**config.mk**
```make
export PLATFORM = sky130hd
export DESIGN_NAME = instr_fetch
export DESIGN_NICKNAME = d
export VERILOG_FILES = /design/src/rtl/instr_fetch.sv
export SDC_FILE = /design/constraint.sdc
export NUM_CORES = 1
export LEC_CHECK = 0
export BUFFER_PORTS_ARGS = -buffer_cell sky130_fd_sc_hd__buf_4
export CORE_ASPECT_RATIO = 0.7
export CORE_MARGIN = 2
export CORE_UTILIZATION = 40
export CTS_CLUSTER_DIAMETER = 200
export DETAILED_ROUTE_END_ITERATION = 10
export GPL_ROUTABILITY_DRIVEN = 0
export RECOVER_POWER = 50
export SETUP_SLACK_MARGIN = 0.2
export SLEW_MARGIN = 20
export SYNTH_ARGS = -nofsm -noshare
export SYNTH_HDL_FRONTEND = slang
export SYNTH_SLANG_ARGS = --single-unit
```
**constraint.sdc**
```tcl
create_clock -name clk -period 8.9 [get_ports clk]
set_clock_uncertainty 0.15 [all_clocks]
set_input_delay 0.445 -clock clk [delete_from_list [all_inputs] [get_ports clk]]
set_output_delay 0.445 -clock clk [all_outputs]
set_load 0.02 [all_outputs]
```
**src/rtl/instr_fetch.sv**
```systemverilog
// -----------------------------------------------------------------------------
// instr_fetch
//
// Instruction fetch unit in front of a single-cycle ARM core. It keeps at most
// one word request outstanding towards an instruction memory whose acknowledge
// latency can vary, and it prefetches sequential words into a small FIFO.
// The core's current pc is compared combinationally against the FIFO head. A
// non-sequential pc (branch) flushes the FIFO and restarts fetching at the new
// address.
//
// Parameters
//   DEPTH      prefetch buffer entries (1..4)
//   RESET_PC   first fetch address after reset
//   NOP_INSTR  word driven on instr while instr_valid is low
//
// Ports
//   clk          in   single clock, rising edge
//   reset        in   asynchronous, active-low reset
//   pc[31:0]     in   address the core wants this cycle (bits [1:0] ignored)
//   stall        in   core is not consuming this cycle (no pop)
//   instr[31:0]  out  instruction for pc, NOP_INSTR when not valid
//   instr_valid  out  instr is the word at pc
//   imem_req     out  registered memory request
//   imem_addr    out  registered request address, held until acknowledged
//   imem_ack     in   memory accepted the request, imem_rdata valid
//   imem_rdata   in   read data, sampled only when imem_req & imem_ack
// -----------------------------------------------------------------------------
module instr_fetch #(
    parameter int          DEPTH     = 2,
    parameter logic [31:0] RESET_PC  = 32'h0000_0000,
    parameter logic [31:0] NOP_INSTR = 32'hE1A0_0000
) (
    input  logic        clk,
    input  logic        reset,
    input  logic [31:0] pc,
    input  logic        stall,
    output logic [31:0] instr,
    output logic        instr_valid,
    output logic        imem_req,
    output logic [31:0] imem_addr,
    input  logic        imem_ack,
    input  logic [31:0] imem_rdata
);

    localparam int PTR_W = (DEPTH > 1) ? $clog2(DEPTH) : 1;
    localparam int CNT_W = $clog2(DEPTH + 1);
    localparam logic [CNT_W-1:0] DEPTH_C = CNT_W'(DEPTH);

    typedef enum logic [1:0] {
        S_IDLE    = 2'd0,  // no request on the bus
        S_REQ     = 2'd1,  // request whose data will be kept
        S_DISCARD = 2'd2   // stale request after a redirect, data dropped
    } state_t;

    // -------------------------------------------------------------------------
    // State
    // -------------------------------------------------------------------------
    state_t             state_q,      state_d;
    logic [31:0]        fetch_addr_q, fetch_addr_d;
    logic               imem_req_q,   imem_req_d;
    logic [31:0]        imem_addr_q,  imem_addr_d;
    logic [CNT_W-1:0]   count_q,      count_d;
    logic [PTR_W-1:0]   rd_ptr_q,     rd_ptr_d;
    logic [PTR_W-1:0]   wr_ptr_q,     wr_ptr_d;

    // Buffer storage carries no reset: an entry is only looked at while count
    // says it holds a pushed word.
    logic [31:0]        buf_addr_q [DEPTH];
    logic [31:0]        buf_data_q [DEPTH];

    // -------------------------------------------------------------------------
    // Lookup against the buffer head
    // -------------------------------------------------------------------------
    logic [31:0] pc_al;
    logic [31:0] head_addr;
    logic [31:0] head_data;
    logic        buf_nonempty;
    logic        hit;
    logic        redirect;
    logic        pop;
    logic        push;
    logic        space;
    logic        pc_unused;

    // The core only issues word addresses; the low bits take no part in the
    // compare so a misaligned pc behaves like its aligned word.
    assign pc_al     = {pc[31:2], 2'b00};
    assign pc_unused = ^pc[1:0];

    assign head_addr    = buf_addr_q[rd_ptr_q];
    assign head_data    = buf_data_q[rd_ptr_q];
    assign buf_nonempty = (count_q != '0);
    assign hit          = buf_nonempty && (head_addr == pc_al);

    // With words buffered, anything other than the head is a branch. With an
    // empty buffer, fetch_addr is the address already requested (or about to
    // be), so a pc that differs from it is a branch as well.
    assign redirect = buf_nonempty ? (head_addr != pc_al)
                                   : (fetch_addr_q != pc_al);

    assign pop  = hit && !stall;
    // Data of a request that coincides with a redirect belongs to the old
    // instruction stream and is dropped.
    assign push = (state_q == S_REQ) && imem_ack && !redirect;

    assign instr_valid = hit;
    assign instr       = hit ? head_data : NOP_INSTR;
    assign imem_req    = imem_req_q;
    assign imem_addr   = imem_addr_q;

    function automatic logic [PTR_W-1:0] ptr_inc(input logic [PTR_W-1:0] p);
        return (p == PTR_W'(DEPTH - 1)) ? '0 : p + PTR_W'(1);
    endfunction

    // -------------------------------------------------------------------------
    // Next-state logic
    // -------------------------------------------------------------------------
    always_comb begin : next_state
        state_d      = state_q;
        fetch_addr_d = fetch_addr_q;
        imem_req_d   = imem_req_q;
        imem_addr_d  = imem_addr_q;
        count_d      = count_q;
        rd_ptr_d     = rd_ptr_q;
        wr_ptr_d     = wr_ptr_q;

        if (redirect) begin
            count_d      = '0;
            rd_ptr_d     = '0;
            wr_ptr_d     = '0;
            fetch_addr_d = pc_al;
        end else begin
            if (push) begin
                wr_ptr_d     = ptr_inc(wr_ptr_q);
                // Natural 32-bit wrap: 0xFFFF_FFFC is followed by 0.
                fetch_addr_d = fetch_addr_q + 32'd4;
            end
            if (pop) begin
                rd_ptr_d = ptr_inc(rd_ptr_q);
            end
            case ({push, pop})
                2'b10:   count_d = count_q + CNT_W'(1);
                2'b01:   count_d = count_q - CNT_W'(1);
                default: count_d = count_q;
            endcase
        end

        // A new request is only started when its word is guaranteed a slot:
        // with a single outstanding request nothing else can be pushed before
        // its acknowledge, and pops only free more room.
        space = (count_d < DEPTH_C);

        case (state_q)
            S_IDLE: begin
                if (space) begin
                    state_d     = S_REQ;
                    imem_req_d  = 1'b1;
                    imem_addr_d = fetch_addr_d;
                end
            end
            S_REQ: begin
                if (imem_ack) begin
                    if (space) begin
                        imem_addr_d = fetch_addr_d;
                    end else begin
                        state_d    = S_IDLE;
                        imem_req_d = 1'b0;
                    end
                end else if (redirect) begin
                    // The bus request cannot be withdrawn; keep it and
                    // throw its data away once it is acknowledged.
                    state_d = S_DISCARD;
                end
            end
            S_DISCARD: begin
                if (imem_ack) begin
                    if (space) begin
                        state_d     = S_REQ;
                        imem_addr_d = fetch_addr_d;
                    end else begin
                        state_d    = S_IDLE;
                        imem_req_d = 1'b0;
                    end
                end
            end
            default: begin
                state_d    = S_IDLE;
                imem_req_d = 1'b0;
            end
        endcase
    end

    // -------------------------------------------------------------------------
    // Control registers
    // -------------------------------------------------------------------------
    always_ff @(posedge clk or negedge reset) begin
        if (!reset) begin
            state_q      <= S_IDLE;
            fetch_addr_q <= RESET_PC;
            imem_req_q   <= 1'b0;
            imem_addr_q  <= RESET_PC;
            count_q      <= '0;
            rd_ptr_q     <= '0;
            wr_ptr_q     <= '0;
        end else begin
            state_q      <= state_d;
            fetch_addr_q <= fetch_addr_d;
            imem_req_q   <= imem_req_d;
            imem_addr_q  <= imem_addr_d;
            count_q      <= count_d;
            rd_ptr_q     <= rd_ptr_d;
            wr_ptr_q     <= wr_ptr_d;
        end
    end

    // -------------------------------------------------------------------------
    // Buffer storage: the acknowledged word is written with the address it was
    // requested from, which is what the head compare needs.
    // -------------------------------------------------------------------------
    always_ff @(posedge clk) begin
        if (push) begin
            buf_addr_q[wr_ptr_q] <= imem_addr_q;
            buf_data_q[wr_ptr_q] <= imem_rdata;
        end
    end

endmodule

```
## Word level (Yosys, flattened, before mapping)

Memories as Yosys holds them, arrays and structs flattened.
Index checks and enable logic that the tools add are counted.

- Register bits: 71
- Bits in writable memories: 128
- Input bits: 68
- Logic and storage cells: 71
- Memories: 2

Memories:

| name | words | bits a word | read ports | clocked after Yosys merged registers in | wr ports | line | RTL |
|---|---|---|---|---|---|---|---|
| buf_addr_q | 2 | 32 | 1 | 0 | 1 | 68 | `logic [31:0] buf_addr_q [DEPTH];` |
| buf_data_q | 2 | 32 | 1 | 0 | 1 | 69 | `logic [31:0] buf_data_q [DEPTH];` |

- $add $sub $neg: 5
- Magnitude comparators: 1
- Eq/ne operators: 13
- Mux-type cells: 28
- Reduce and logical (&&, ||, !) cells: 15

Operators with widths:

| operator | count |
|---|---|
| $mux 32 | 5 |
| $ne 32x32->1 | 2 |
| $pmux 32 s2 | 1 |
| $add 32x3->32 const B | 1 |
| $eq 32x32->1 | 1 |
| $mux 1 | 13 |
| $mux 2 | 6 |
| $reduce_bool 2->1 | 4 |
| $ne 2x2->1 const B | 3 |
| $ne 3x3->1 const B | 2 |
| $pmux 2 s3 | 1 |
| $eq 2x1->1 const B | 2 |
| $eq 2x2->1 const B | 2 |
| $logic_and 1x1->1 | 4 |
| $pmux 2 s2 | 1 |
| $reduce_and 4->1 | 1 |
| $reduce_and 3->1 | 1 |
| $add 1x1->1 const B | 2 |
| $add 2x1->2 const B | 1 |
| $logic_not 1->1 | 2 |
| $logic_not 2->1 | 1 |
| $lt 2x2->1 const B | 1 |
| $ne 2x1->1 const B | 1 |
| $pmux 1 s2 | 1 |
| other kinds (3) | 3 |

## Depth between registers and ports, before layout

Gate-level depths: netlist of the first run.
An unclocked memory read counts as a cell.

- Depth in word-level cells: 12
- Gate-level depth with buffers: 21

## Worst setup path after synthesis of the first run

Ideal clock, no wire load.

- Kind: flip-flop to flip-flop
- Start: register count_q[0]
- End: memory buf_addr_q[0][0] (enable)
- Arrival: 6.587 ns
- Slack: 1.599 ns
- Stages on the path, launching flop included: 13
- Path buffers: 5
- Period minus slack after synthesis: 7.301 ns
- Cells stage by stage: dfrtp_1 clkbuf_1 or2_2 clkbuf_1 a21oi_1 xnor2_1 and4_1 and4_1 clkbuf_2 buf_2 nand2_1 buf_2 nor3_1

- Cells in the longest elaborated chain, start to end: 6

RTL lines:

| element | line | RTL |
|---|---|---|
| start, declared | 62 | `logic [CNT_W-1:0] count_q, count_d;` |
| start signal, assigned | 210 | `count_q <= count_d;` |
| $reduce_bool 2->1 | 92 | `assign buf_nonempty = (count_q != '0);` |
| $mux 1 | 98 | `assign redirect = buf_nonempty ? (head_addr != pc_al)` |
| $logic_not 1->1 | 104 | `assign push = (state_q == S_REQ) && imem_ack && !redirect;` |
| $logic_and 1x1->1 | 104 |  |
| $mux 1 | 221 | `if (push) begin` |
| $mux 1 (not written as such) | 222 | `buf_addr_q[wr_ptr_q] <= imem_addr_q;` |
| end, declared | 68 |  |

Every way passes these cells.

## Worst setup path after layout of the first run

- Start: register rd_ptr_q
- End: register imem_addr_q[3] (netlist: imem_addr[3])

- Cells in the longest elaborated chain, start to end: 12
- Elaborated cells between the ends (all ways): 18

RTL lines:

| element | line | RTL |
|---|---|---|
| start, declared | 63 | `logic [PTR_W-1:0] rd_ptr_q, rd_ptr_d;` |
| start signal, assigned | 211 | `rd_ptr_q <= rd_ptr_d;` |
| $mem_v2 2x32 * | - |  |
| $ne 32x32->1 | 98 |  |
| $mux 1 | 98 |  |
| $logic_not 1->1 | 104 |  |
| $logic_and 1x1->1 | 104 |  |
| $eq 2x1->1 / $eq 2x2->1 (equally long branches) | 141 | `case ({push, pop})` |
| $pmux 2 s2 | 141 |  |
| $mux 2 | 127 | `if (redirect) begin` |
| $lt 2x2->1 | 151 | `space = (count_d < DEPTH_C);` |
| $mux 32 * | 155, 163, 177 |  |
| $mux 32 | 162 | `if (imem_ack) begin` |
| $pmux 32 s2 * | 153 | `case (state_q)` |
| end signal, assigned | 209 | `imem_addr_q <= imem_addr_d;` |
| end, declared | 61 | `logic [31:0] imem_addr_q, imem_addr_d;` |

Mark *: on every way between the ends. The rest lies on a longest branch, timed or not. The select of a mux whose other input is x is not followed.
A chain may end at the register's enable or synchronous reset.

==> key figures, run 1 <==
Final layout
  • Most frequent cells in the layout: edfxtp_1 (128), xnor2_1 (73), buf_4 (73), dfrtp_1 (70), mux2i_1 (64)
  • Share of layout cells above drive strength 1: 0.2240
  • Antenna Cells: 0
  • Fill cell count: 2157
  • Layout area overhead: 18.14%
  • Fin util: 0.4806
  • Nets: 937
  • Reg area: between 5000 and 6000 µm²
  • Multi-input logic area: 3647 µm²
  • Most common cell after layout, fill and taps aside: edfxtp_1

CTS
  • Post-CTS Setup Repair Bufs: 0
  • TritonCTS Buffers: 17
  • TritonCTS clock tree: yes
  • Hold buffers post-CTS: 0
  • CTS resizes: 0
  • Root Driver: clkbuf_16
  • Clk slew on worst S/H paths: about 70 ps
  • H-tree Lvls: 4
  • Clock tree buffer depth: 2
  • Worst-Skew Late Latency: 450 ps
  • CTS Sinks: 199

Floorplan
  • Row count: 47
  • IO Count: 134
  • Initial Util: 0.4068
  • Die area: 25260 µm²
  • Core ar.: 23580 µm²
  • Die H: 133.6 µm
  • Die outline width: 189.1 µm

Yosys
  • Mapped Nets: 818
  • Synthesized area per cell: approximately 13 µm²
  • Number of synthesized flops with an enable pin: 128
  • Mapped cell area: 9593 µm²
  • Yosys warnings: 0
  • Seq cells post-synth: 199
  • Count of different cell masters after synthesis: 54
  • Top cells by area, synth: edfxtp_1 (40%), dfrtp_1 (19%), mux2i_1 (6.7%)
  • Async S/R FF share, synth: 0.3568
  • Post-Syn Instances: 743
  • Leading area contributor after synthesis: edfxtp_1
  • Post-synth top area share: 0.4007
  • Sequential share of the synthesized area: 0.5859
  • Top FF cell, synth: edfxtp_1

Worst setup path
  • Crit path max-delay family: buffers and inverters
  • Critical path data arrival time: 6260 ps
  • Worst path bufs/invs: 2
  • Setup Crit Path Kind: flip-flop to flip-flop
  • CP Launch Type: flip-flop
  • CP Cell Sequence: buf_4 > mux2i_1 > xnor2_1 > o32ai_1 > o22ai_1 > a211o_1 > nor2_4 > nand2_1 > ha_1 > xnor2_1 > nor2_1 > xnor2_1 > nand2_1 > inv_1 > nand2_1 > o221ai_2
  • Crit path max fanout: 41
  • CP required: about 9100 ps
  • Max stage delay on crit path: about 960 ps
  • Setup crit end kind: flip-flop
  • Slowest cell on crit path: dfrtp_4

GRT
  • Number of antenna violations at the first check in global routing: 0
  • GRT Total Usage: 0.1952
  • Grt ovf: 0
  • Pin count of the biggest net entering global routing: 72
  • Global-route wire length before repair: 36800 µm
  • Vias in the first global route: 6122

STA
  • TNS Setup: 0 ps
  • RSZ-0062 raised after global routing: false
  • Final period utilization: 0.6793
  • Slew at the pin closest to its max-slew limit: approximately 4200 ps
  • Slew margin rel.: -1.784
  • Final Critical Period: 6046 ps
  • Setup violators final: 0
  • Max-slew violations: 72
  • Final hold vios: 0
  • Max Clk Rate: about 0.17 GHz

Route
  • Via/cell ratio: around 5.2
  • ANT nets after route: 0
  • DR WL/cell: approximately 20 µm
  • DR iter-0 viols: between 400 and 500
  • WL final: ~24000 µm
  • Via Count: 6242
  • # DRC: 0
  • First drt pass iteration count: 5

Min path
  • Worst Hold Class: input port to flip-flop

Power
  • Maximum VDD drop: approximately 0.15 mV
  • Pwr/cell area: 240.8 nW/µm²
  • Lkg Pwr: 0.004026 µW

Placement
  • DP Wirelength: 15920 µm
  • I/O Buffers: 131

Status
  • Failing checks: max-capacitance violations, max-slew violations
  • Outcome: finished with violations

Job
  • Max-cap viol count: 1
-- final timing paths --
check,start,end,slack [ps],depth (start not counted)
max in group asynchronous,reset,rd_ptr_q$_DFFE_PN0P_,4380,1
min,imem_rdata[26],buf_data_q[0][26]$_DFFE_PP_,50,1
min in group asynchronous,reset,fetch_addr_q[29]$_DFF_PN0_,1310,1
min reg2reg,imem_addr[30]$_DFFE_PN0P_,buf_addr_q[0][30]$_DFFE_PP_,340,0
max reg2reg,rd_ptr_q$_DFFE_PN0P_,imem_addr[3]$_DFFE_PN0P_,2850,16
max,rd_ptr_q$_DFFE_PN0P_,imem_addr[3]$_DFFE_PN0P_,2850,16
-- logic make-up after synthesis --
| group | count (synthesis) | synth area share |
|---|---|---|
| fa+ha+maj | 7 | 0.009130 |
| simple gates | 205 | 0.1054 |
| flops | 199 | 0.5859 |
| compound gates | 73 | 0.07434 |
| mux | 97 | 0.1063 |
| xor+xnor | 91 | 0.08308 |
| buf+inv | 71 | 0.03587 |
-- worst register-to-register path: stages (launching register included) --
cell and delay, ps:
dfrtp_4 960, buf_4 550, mux2i_1 310, xnor2_1 180
o32ai_1 300, o22ai_1 170, a211o_1 520, nor2_4 170
nand2_1 80, ha_1 220, xnor2_1 140, nor2_1 90
xnor2_1 610, nand2_1 330, inv_1 780, nand2_1 210
o221ai_2 190
-- cells in the mapped netlist, types with 2 or more instances --
master    instances
inv_1            32
mux2_2           31
buf_4             2
or2_2             2
nor4_1            9
buf_2             7
a31oi_1           4
buf_6             8
xnor2_1          73
a311o_1           2
clkbuf_1         20
o22ai_1           2
nor3_1           12
and3_1           13
nand3_1          13
and2_1            5
nor2_1           45
a221o_1           6
o21ai_0           3
o221ai_1          4
o221ai_2         20
o211ai_1          6
xor2_1           18
mux2i_1          64
ha_1              7
nand2_1          61
and4_1            4
a21oi_1          11
o31ai_2           2
dfrtp_1          71
nand4_1          29
edfxtp_1        128
mux2_4            2
nor2b_1           7
-- registers in the layout (all words and copies together), names as in the netlist --
name and flops:
imem_addr 32, wr_ptr_q 1, buf_data_q 64, fetch_addr_q 32, state_q 2, buf_addr_q 64
imem_req 1, count_q 2, rd_ptr_q 1
-- layout make-up --
class                           instances  area share
Timing Repair Buffer                  139     0.07916
Clock buffer                           21     0.04339
Inverter                               32     0.01060
Multi-Input combinational cell        473      0.3218
Sequential cell                       199      0.4962
Tap cell                              318     0.03511
Clock inverter                         11     0.01369
-- metal layers --
layer | routed length, µm | GRT usage
met1 | 12250 | 0.2999
met3 | 1285 | 0.03662
met4 | 259 | 0.06076
met2 | 10090 | 0.2772
met5 | 0 | 0
-- per-stage QoR --
stage | cell area (µm²) | setup slack [ps] | hold WS [ps] | instances | power [µW]
6_report | 11330 | 2854 | 53.34 | 1193 | 2729
5_1_grt | 11330 | 2378 | 34.11 | 1193 | 2853
3_5_place_dp | 10830 | 2903 | 336.5 | 1161 | 1965
4_1_cts | 11480 | 2855 | 12.15 | 1193 | 2811
2_1_floorplan | 9593 | 1599 | -0.5911 | 743 | 1687
3_3_place_gp | 10830 | 2996 | 335.3 | 1161 | 1950
-- report_power, final --
| group | total (µW) | internal [µW] | switching [µW] |
|---|---|---|---|
| Combinational | 678 | 239 | 439 |
| Clock | 844 | 486 | 358 |
| Sequential | 1210 | 1110 | 97.9 |
| Total | 2730 | 1830 | 895 |
Note: power is estimated with default switching activity, not from simulation.
==> inputs of run 2 (changes only) <==
clock period = 5.5 ns   (was 8.9 ns; I/O delays follow)
==> key figures, run 2 (synthesis gave the netlist of run 1 again) <==
Status
  • Outcome: complete, no violations (was finished with violations)

Final layout
  • Leading registers by flop count: buf_addr_q (64), buf_data_q (64) (unchanged)
  • Layout area overhead: 25.33% (was 18.14%)
  • Antenna Cells: 0 (unchanged)
  • Most common cell after layout, fill and taps aside: edfxtp_1 (unchanged)
  • Reg area: 5624 µm² (unchanged)
  • Multi-input logic area: 3657 µm² (was 3647 µm²)
  • Nets: 1010 (was 937)
  • Most frequent cells in the layout: edfxtp_1 (128), buf_4 (83), xnor2_1 (73), dfrtp_1 (70), mux2i_1 (64) (was edfxtp_1 (128), xnor2_1 (73), buf_4 (73), dfrtp_1 (70), mux2i_1 (64))
  • Fill cell count: 2126 (was 2157)
  • Share of layout cells above drive strength 1: 0.2162 (was 0.2240)

Floorplan
  • Core ar.: 23580 µm² (unchanged)
  • Die outline width: 189.1 µm (unchanged)
  • Row count: 47 (unchanged)
  • Initial Util: 0.4068 (unchanged)
  • Die H: 133.6 µm (unchanged)
  • IO Count: 134 (unchanged)
  • Die area: 25260 µm² (unchanged)

Worst setup path
  • Max stage delay on crit path: 890 ps (was 960 ps)
  • Critical path data arrival time: 4990 ps (was 6260 ps)
  • CP Cell Sequence: mux2i_1 > xnor2_1 > nor4_1 > nand4_1 > a211o_1 > nor2_4 > nand2_1 > ha_1 > xnor2_1 > nor2_1 > xnor2_1 > nand2_1 > inv_1 > buf_4 > nand4_1 > o221ai_2 (was buf_4 > mux2i_1 > xnor2_1 > o32ai_1 > o22ai_1 > a211o_1 > nor2_4 > nand2_1 > ha_1 > xnor2_1 > nor2_1 > xnor2_1 > nand2_1 > inv_1 > nand2_1 > o221ai_2)
  • Worst path bufs/invs: 2 (unchanged)
  • Setup crit end kind: flip-flop (unchanged)
  • Crit path max-delay family: simple AND/OR/NAND/NOR gates (was buffers and inverters)
  • Top cell by count, worst path: xnor2_1
  • CP required: 5690 ps (was 9110 ps)
  • Slowest cell on crit path: dfrtp_4 (unchanged)
  • Crit path max fanout: 35 (was 41)
  • CP Launch Type: flip-flop (unchanged)
  • Setup Crit Path Kind: flip-flop to flip-flop (unchanged)

CTS
  • Clock tree buffer depth: 2 (unchanged)
  • H-tree Lvls: 4 (unchanged)
  • CTS Sinks: 199 (unchanged)
  • Hold buffers post-CTS: 63 (was 0)
  • TritonCTS Buffers: 17 (unchanged)
  • CTS resizes: 0 (unchanged)
  • Clk slew on worst S/H paths: 70 ps (about the same)
  • Post-CTS Setup Repair Bufs: 0 (unchanged)
  • Worst-Skew Late Latency: 440 ps (was 450 ps)
  • TritonCTS clock tree: yes (unchanged)
  • Root Driver: clkbuf_16 (unchanged)

Min path
  • Worst Hold Class: input port to flip-flop (unchanged)

STA
  • Final period utilization: 0.8728 (was 0.6793)
  • TNS Setup: 0 ps (unchanged)
  • Slew margin rel.: 0.3452 (was -1.784)
  • Final hold vios: 0 (unchanged)
  • RSZ-0062 raised after global routing: false (unchanged)
  • Setup violators final: 0 (unchanged)
  • Max-slew violations: 0 (was 72)
  • Final Hold Slack: 142.6 ps (was 53.34 ps)
  • Final Critical Period: 4801 ps (was 6046 ps)
  • Max Clk Rate: 0.2083 GHz (was 0.1654 GHz)
  • Slew at the pin closest to its max-slew limit: 982.2 ps (was 4175 ps)

GRT
  • GRT Total Usage: 0.2014 (was 0.1952)
  • Global-route wire length before repair: 38210 µm (was 36800 µm)
  • Pin count of the biggest net entering global routing: 72 (unchanged)
  • Number of antenna violations at the first check in global routing: 0 (unchanged)
  • Vias in the first global route: 6581 (was 6122)
  • Grt ovf: 0 (unchanged)

Power
  • Lkg Pwr: 0.004333 µW (was 0.004026 µW)
  • Pwr/cell area: 366.3 nW/µm² (was 240.8 nW/µm²)
  • Maximum VDD drop: 0.2155 mV (was 0.1480 mV)

Route
  • DR iter-0 viols: 397 (was 477)
  • Via Count: 6529 (was 6242)
  • WL final: 24420 µm (was 23890 µm)
  • First drt pass iteration count: 5 (unchanged)
  • Via/cell ratio: 5.157 (was 5.232)
  • # DRC: 0 (unchanged)
  • ANT nets after route: 0 (unchanged)
  • DR WL/cell: 19.29 µm (was 20.03 µm)

Job
  • Max-cap viol count: 0 (was 1)

Placement
  • I/O Buffers: 131 (unchanged)
  • DP Wirelength: 16300 µm (was 15920 µm)
-- run 2: cell types whose count changed in the layout (fill, tap and decap cells not counted), sizes merged --
cell,previous run,this run
clkbuf,87,84
clkinvlp,4,1
clkinv,0,4
dlygate4sd3,0,63
buf,73,84
inv,36,37
-- run 2: area by class of cell --
| cell class | count | share of cell area |
|---|---|---|
| inverter | 32 | 0.009991 |
| clock inverter | 13 | 0.01374 |
| multi-input combinational | 473 | 0.3042 |
| sequential | 199 | 0.4678 |
| timing repair buffer | 212 | 0.1344 |
| tap | 318 | 0.03309 |
| clock buffer | 19 | 0.03684 |
-- run 2: worst reg2reg max path, delay by kind of cell (launching register included) --
| family | cells | cell delay [ps] |
|---|---|---|
| buffers and inverters | 2 | 610 |
| adders and majority gates | 1 | 220 |
| muxes | 1 | 340 |
| xor gates and xnor gates | 3 | 400 |
| and+or+nand+nor | 7 | 1500 |
| AOI/OAI and AO/OA | 2 | 580 |
| DFF | 1 | 890 |
-- run 2: stage by stage --
step / cell area, µm² / setup slack, ps / utilization / instances / total power, µW
final: 12020 / 699.4 / 0.5098 / 1266 / 4404
after global routing: 12020 / 336.6 / 0.5098 / 1266 / 4624
after CTS: 12170 / 725.1 / 0.5161 / 1266 / 4547
after detailed placement: 10930 / 761.7 / 0.4635 / 1171 / 3202
after global placement: 10930 / 862.0 / 0.4635 / 1171 / 3181
after floorplan: 9604 / 1165 / - / 743 / 2732
-- run 2: power breakdown --
| part | internal (µW) | switching (µW) |
|---|---|---|
| registers | 1800 | 162 |
| clock network | 734 | 569 |
| logic | 438 | 705 |
-- run 2: per-layer routing --
layer,up-vias,part of all wire,global-route usage
met4,0,0.011,0.06163
met3,13,0.054,0.04057
met1,3213,0.51,0.3056
met2,184,0.42,0.2888
li1,3119,-,-
met5,-,0,0
-- run 2: worst paths after layout --
kind                       cells after the start  slack [ps]                 startpoint                          end
max                                           16         700       rd_ptr_q$_DFFE_PN0P_    imem_addr[31]$_DFFE_PN0P_
min                                            3         140                   imem_ack       state_q[0]$_DFFE_PN0P_
max reg2reg                                   16         700       rd_ptr_q$_DFFE_PN0P_    imem_addr[31]$_DFFE_PN0P_
min reg2reg                                    0         340  imem_addr[30]$_DFFE_PN0P_  buf_addr_q[1][30]$_DFFE_PP_
max in group asynchronous                      2        4100                      reset         rd_ptr_q$_DFFE_PN0P_
min in group asynchronous                      2         370                      reset    imem_addr[30]$_DFFE_PN0P_
